**src/rtl/cache_pkg_lv2.sv**
```systemverilog
// Shared types and default sizing for the L2 instruction-fill responder.
// Combinational definitions only; no latency or backpressure of its own.
package cache_pkg_lv2;

  localparam int ADDR_WID_DEF    = 32;
  localparam int DATA_WID_DEF    = 32;
  localparam int TIMEOUT_CYC_DEF = 255;

  typedef enum logic [2:0] {
    IDLE,
    LOOKUP,
    CHECK,
    MEM_WAIT,
    RESP,
    DONE
  } il_fill_state_t;

endpackage

```
**src/rtl/il_fill_timer.sv**
```systemverilog
// MEM_WAIT cycle counter: clears on i_clr, counts on i_inc; value visible the cycle after.
// No backpressure; the owner decides when the count means expiry.
module il_fill_timer
  import cache_pkg_lv2::*;
#(
  parameter int CNT_W = 8
) (
  input  logic             clk,
  input  logic             rst,
  input  logic             i_clr,
  input  logic             i_inc,
  output logic [CNT_W-1:0] o_cnt
);

  logic [CNT_W-1:0] r_cnt;

  always_ff @(posedge clk) begin
    if (rst || i_clr) begin
      r_cnt <= '0;
    end else if (i_inc) begin
      r_cnt <= r_cnt + CNT_W'(1);
    end
  end

  assign o_cnt = r_cnt;

endmodule

```
**src/rtl/il_fill_responder_lv2.sv**
```systemverilog
// L2 fill responder for L1 IL: array lookup, memory fallback, one-cycle response strobe.
// Hit strobe 3 cycles after request; miss strobe 1 cycle after mem_rd_done; IL_FILL_TIMEOUT_EN bounds MEM_WAIT.
module il_fill_responder_lv2
  import cache_pkg_lv2::*;
#(
  parameter int ADDR_WID    = ADDR_WID_DEF,
  parameter int DATA_WID    = DATA_WID_DEF,
  parameter int TIMEOUT_CYC = TIMEOUT_CYC_DEF
) (
  input  logic                clk,
  input  logic                rst,
  input  logic                lv2_rd,
  input  logic [ADDR_WID-1:0] addr_bus_lv1_lv2,
  output logic [DATA_WID-1:0] data_bus_lv1_lv2,
  output logic                data_in_bus_lv1_lv2,
  output logic                arr_rd,
  output logic [ADDR_WID-1:0] arr_addr,
  input  logic                arr_hit,
  input  logic [DATA_WID-1:0] arr_data,
  output logic                mem_rd,
  output logic [ADDR_WID-1:0] mem_addr,
  input  logic                mem_rd_done,
  input  logic [DATA_WID-1:0] mem_data,
  output logic                fill_err
);

  if (TIMEOUT_CYC < 1) begin : g_bad_cfg
    $error("il_fill_responder_lv2: TIMEOUT_CYC must be at least 1");
  end

  il_fill_state_t      r_state;
  logic [ADDR_WID-1:0] r_addr;
  logic [DATA_WID-1:0] r_data;
  logic                r_arr_rd;
  logic                r_mem_rd;
  logic                r_resp;
  logic                w_expired;

`ifdef IL_FILL_TIMEOUT_EN
  localparam int                LP_CW   = $clog2(TIMEOUT_CYC + 1);
  localparam logic [LP_CW-1:0] LP_LAST = LP_CW'(TIMEOUT_CYC - 1);

  logic [LP_CW-1:0] w_cnt;
  logic             r_err;

  il_fill_timer #(
    .CNT_W (LP_CW)
  ) u_timer (
    .clk   (clk),
    .rst   (rst),
    .i_clr (r_state == CHECK && !arr_hit),
    .i_inc (r_state == MEM_WAIT),
    .o_cnt (w_cnt)
  );

  // Count reaches TIMEOUT_CYC on the edge closing the last allowed wait cycle.
  assign w_expired = (r_state == MEM_WAIT) && (w_cnt == LP_LAST);
  assign fill_err  = r_err;
`else
  assign w_expired = 1'b0;
  assign fill_err  = 1'b0;
`endif

  always_ff @(posedge clk) begin
    if (rst) begin
      r_state  <= IDLE;
      r_addr   <= '0;
      r_data   <= '0;
      r_arr_rd <= 1'b0;
      r_mem_rd <= 1'b0;
      r_resp   <= 1'b0;
`ifdef IL_FILL_TIMEOUT_EN
      r_err    <= 1'b0;
`endif
    end else begin
      r_arr_rd <= 1'b0;
      r_resp   <= 1'b0;
`ifdef IL_FILL_TIMEOUT_EN
      r_err    <= 1'b0;
`endif
      case (r_state)
        IDLE: begin
          if (lv2_rd) begin
            r_addr   <= addr_bus_lv1_lv2;
            r_arr_rd <= 1'b1;
            r_state  <= LOOKUP;
          end
        end
        LOOKUP: r_state <= CHECK;
        CHECK: begin
          if (arr_hit) begin
            r_data  <= arr_data;
            r_resp  <= 1'b1;
            r_state <= RESP;
          end else begin
            r_mem_rd <= 1'b1;
            r_state  <= MEM_WAIT;
          end
        end
        MEM_WAIT: begin
          // A completion in the final allowed cycle wins over the timeout.
          if (mem_rd_done) begin
            r_data   <= mem_data;
            r_mem_rd <= 1'b0;
            r_resp   <= 1'b1;
            r_state  <= RESP;
          end else if (w_expired) begin
            r_data   <= '0;
            r_mem_rd <= 1'b0;
            r_resp   <= 1'b1;
            r_state  <= RESP;
`ifdef IL_FILL_TIMEOUT_EN
            r_err    <= 1'b1;
`endif
          end
        end
        RESP: r_state <= DONE;
        DONE: begin
          if (!lv2_rd) begin
            r_state <= IDLE;
          end
        end
        default: r_state <= IDLE;
      endcase
    end
  end

  assign arr_rd              = r_arr_rd;
  assign arr_addr            = r_addr;
  assign mem_rd              = r_mem_rd;
  assign mem_addr            = r_addr;
  assign data_in_bus_lv1_lv2 = r_resp;
  assign data_bus_lv1_lv2    = r_resp ? r_data : '0;

endmodule

```
**config.mk**
```make
export PLATFORM = sky130hd
export DESIGN_NAME = il_fill_responder_lv2
export DESIGN_NICKNAME = d
export VERILOG_FILES = /design/src/rtl/cache_pkg_lv2.sv /design/src/rtl/il_fill_timer.sv /design/src/rtl/il_fill_responder_lv2.sv
export SDC_FILE = /design/constraint.sdc
export NUM_CORES = 1
export LEC_CHECK = 0
export BUFFER_PORTS_ARGS = -buffer_cell sky130_fd_sc_hd__buf_2
export CAP_MARGIN = 20
export CORE_MARGIN = 2
export CORE_UTILIZATION = 29
export DETAILED_ROUTE_END_ITERATION = 16
export GPL_TIMING_DRIVEN = 1
export PLACE_DENSITY = 0.68
export REMOVE_ABC_BUFFERS = 1
export SLEW_MARGIN = 20
export SYNTH_ARGS = -nofsm -noshare
export SYNTH_HDL_FRONTEND = slang
export SYNTH_SLANG_ARGS = --single-unit
export TNS_END_PERCENT = 50
```
**constraint.sdc**
```tcl
create_clock -name clk -period 3.47 [get_ports clk]
set_clock_uncertainty 0.1 [all_clocks]
set_input_delay 0.5205 -clock clk [delete_from_list [all_inputs] [get_ports clk]]
set_output_delay 0.5205 -clock clk [all_outputs]
set_load 0.03 [all_outputs]
```
After elaboration in Yosys (flattened, before gate mapping)
Index checks and enable logic that the tools add are counted.
- register bits after elaboration: 70
- equality and inequality tests: 10
- reduce and logical (&&, ||, !) cells: 7
- muxes and demuxes: 16
- bitwise operators: 1
- operators by type and width (kind ; count):
    $mux 32 ; 3
    $pmux 32 s2 ; 1
    $pmux 3 s6 ; 1
    $mux 3 ; 4
    $ne 2x2->1 const B ; 5
    $reduce_and 3->1 ; 3
    $eq 3x2->1 const B ; 2
    $eq 3x3->1 const B ; 2
    $mux 1 ; 5
    $pmux 1 s2 ; 2
    $eq 3x1->1 const B ; 1
    $logic_not 3->1 ; 1
    $reduce_and 2->1 ; 1
    $reduce_bool 2->1 ; 1
    $reduce_or 2->1 ; 1
    $not 1->1 ; 1

Logic depth before layout (Yosys ltp)
- depth after elaboration: 3
- depth in mapped cells: 6
- depth with buffers taken out: 3

Worst setup path after synthesis
No wires, ideal clock.
- kind: register to output
- start: reg r_resp, in the netlist data_in_bus_lv1_lv2
- end: out data_bus_lv1_lv2[10]
- buffers on the path: 1
- arrival time: 1.088 ns
- slack: 1.762 ns
- stages on the path, launching flop included: 3
- required time: 2.849 ns
- cells stage by stage: dfxtp_1 > clkbuf_1 > and2_1
- word-level cells in the longest chain between the ends: 1
- RTL lines (what ; line ; text):
    start: declaration ; il_fill_responder_lv2.sv:36 ; logic r_resp;
    start signal: assignment ; il_fill_responder_lv2.sv:71 ; r_resp <= 1'b0;
    start signal: assignment ; il_fill_responder_lv2.sv:77 ; r_resp <= 1'b0;
    start signal: assignment ; il_fill_responder_lv2.sv:93 ; r_resp <= 1'b1;
    $mux 32 ; il_fill_responder_lv2.sv:133 ; assign data_bus_lv1_lv2 = r_resp ? r_data : '0;
    end: declaration ; il_fill_responder_lv2.sv:14 ; output logic [DATA_WID-1:0] data_bus_lv1_lv2,
No other way between the ends.

Worst setup path in the final report
- start: reg r_resp, in the netlist data_in_bus_lv1_lv2
- end: out data_bus_lv1_lv2[25]
Same word-level chain as after synthesis.

==> results.py <==
metrics = {
    "global_routing": {
        "overflow": 0,
        "grt_use_met1": 0.181,
        "grt_max_degree": 68,
        "grt_pass1_vias": 3126,
        "grtUsageMet2": 0.252,
        "grt_use_total": 0.146,
        "grt_pass1_wl_um": 15000,
        "grt_use_met3": 0.0323,
        "grt_antenna_before_repair": 0,
        "top_usage_layer": "met2",
    },
    "route": {
        "drt_wl_total_um": 9080,
        "dr.first_iter.drc_count": 157,
        "drc_errors": 0,
        "first_pass_iters": 4,
        "dr_total_vias": 3232,
        "avgViaCountPerCell": 4.66,
        "drtAntennaViolNets": 0,
        "routedWlPerCell_um": 13.1,
    },
    "sta": {
        "hold_viol_final": 0,
        "clock.fmax_mhz": 429,
        "rsz0062_at_grt": "no",
        "worst_pin_slew_ps": 886,
        "slew_headroom": 0.408,
        "setup_viol": 0,
        "whs_ps": 331,
        "final_max_slew_viol_count": 0,
        "post-route-period-util": 0.671,
        "setup_tns_ps": 0,
        "min_period_ps": 2330,
        "fin_ws_ps": 1140,
    },
    "place": {
        "dp_cells": 677,
        "place_ws_ps": 1320,
        "place_congestion": 0.772,
        "dp_hpwl_um": 6370,
        "io_buffer_count": 199,
    },
    "cts": {
        "cts.sinks": 70,
        "clock_path_buffers": 2,
        "cts_buffers": 9,
        "htreeDepth": 3,
        "cts_setup_buffers": 0,
        "cts_tree": "built",
        "clockRootBuffer": "clkbuf_16",
        "clk_latency_ps": 320,
        "clk_pin_slew_ps": 60,
        "cts_hold_buf": 0,
        "cts_resized": 0,
    },
    "logic_synthesis": {
        "synthFlopType": "dfxtp_1",
        "synth_edf_count": 0,
        "ys_types": 27,
        "synth_cells": 404,
        "avgSynthCellArea_um2": 8.20,
        "yosysWarnings": 0,
        "ys_ff_latch": 70,
        "synth_area_um2": 3310,
        "synth-seq-area-share": 0.423,
        "synthArstFlopShare": 0,
    },
    "status": {
        "status": "completed",
    },
    "pwr": {
        "ir_drop_mv": 0.242,
        "p_per_area_nw_per_um2": 540,
        "p_leak_nw": 2.05,
    },
    "setup_path": {
        "critPathLaunchType": "register",
        "critPathArrivalTime_ps": 1710,
        "critPathKind": "reg -> out",
        "crit_required_ps": 2850,
        "worst-path-max-fanout": 33,
        "worstSetupEndpointType": "output port",
    },
    "run": {
        "max_cap_viol_count": 0,
    },
    "layout": {
        "area_delta_synth_final_pct": 32.4,
        "drive_gt1_frac": 0.402,
        "num-nets-final": 646,
        "antenna_cells": 0,
        "fin_cells": 693,
    },
    "floorplanning": {
        "start_util": 0.294,
        "die_w_um": 111,
        "coreArea_um2": 11300,
        "io-pin-count": 201,
        "dieArea_um2": 12300,
        "row_count": 39,
        "die_height_um": 111,
    },
    "min_path": {
        "hp-class": "in -> reg",
    },
}
metrics by stage:
step                total power, mW  area, µm²   util
global placement               1.46       4080  0.362
CTS                            2.40       4380  0.389
detailed placement             1.47       4080  0.362
global route                   2.50       4390  0.389
finish                         2.37       4390  0.389
floorplan                      1.27       2870      -
layout by cell type, fill, tap and decap left out, drive strengths merged, types with 2 or more instances in the layout:
cell	n
nor2	3
dfxtp	70
clkbuf	12
a21oi	67
inv	2
buf	202
and2	32
nand2	67
o22ai	20
o31ai	12
nand3b	13
a211oi	32
clkinv	3
nand2b	2
flip-flops by register name, indices dropped and copies added, names as in the netlist:
register	flops
data_in_bus_lv1_lv2	1
r_state	3
mem_rd	1
arr_rd	1
r_data	32
arr_addr	32
final timing paths:
path	startpoint	end	slack (ps)	cells past startpoint
worst min-delay path	addr_bus_lv1_lv2[0]	arr_addr[0]	330	3
worst max-delay path	data_in_bus_lv1_lv2	data_bus_lv1_lv2[25]	1140	2
worst min register to register	arr_addr[0]	arr_addr[0]	370	2
worst max register to register	r_state[0]	arr_addr[31]	1420	4
Yosys cell counts (all sizes together), types with 2 or more instances:
library cell | instances | share of area
nand2b | 2 | 0.0038
nand3b | 13 | 0.029
and2 | 32 | 0.060
o31ai | 12 | 0.027
a21oi | 67 | 0.10
nor2 | 3 | 0.0034
clkbuf | 22 | 0.025
nand2 | 67 | 0.076
o22ai | 20 | 0.038
a211oi | 32 | 0.073
inv | 2 | 0.0023
buf | 50 | 0.11
dfxtp | 70 | 0.42
where the power goes:
group	leakage (nW)	total (mW)	switching (mW)	internal, mW
sequential	0.571	0.918	0.0460	0.872
combinational	1.32	0.538	0.362	0.176
clock	0.152	0.913	0.322	0.591
logic make-up (layout without fill, tap and decap cells):
kind of cell,after synthesis,after routing,share of synthesized area
buffers and inverters,74,220,0.135
muxes,1,1,0.00453
AOI/OAI and AO/OA,136,136,0.250
other,1,1,0.00113
and+or+nand+nor,122,122,0.186
DFF,70,70,0.423
area by class of cell:
type                            count  area [µm²]
Fill cell                        1162        6890
Sequential cell                    70        1400
Inverter                            2        7.51
Tap cell                          143         179
Timing Repair Buffer              202        1020
Multi-Input combinational cell    260        1480
Clock buffer                       12         256
Clock inverter                      4        45.0
per-layer routing:
| metal | vias to the layer above | wire length [µm] |
|---|---|---|
| met5 | - | 0 |
| met4 | 0 | 97 |
| met3 | 6 | 396 |
| met2 | 83 | 4610 |
| met1 | 1485 | 3980 |
| li1 | 1658 | - |
worst max-delay path: stages (launching register included):
cell	delay [ps]
dfxtp_1	890
and2_1	270
buf_2	210
No activity file was read; power rests on OpenSTA's default activity.
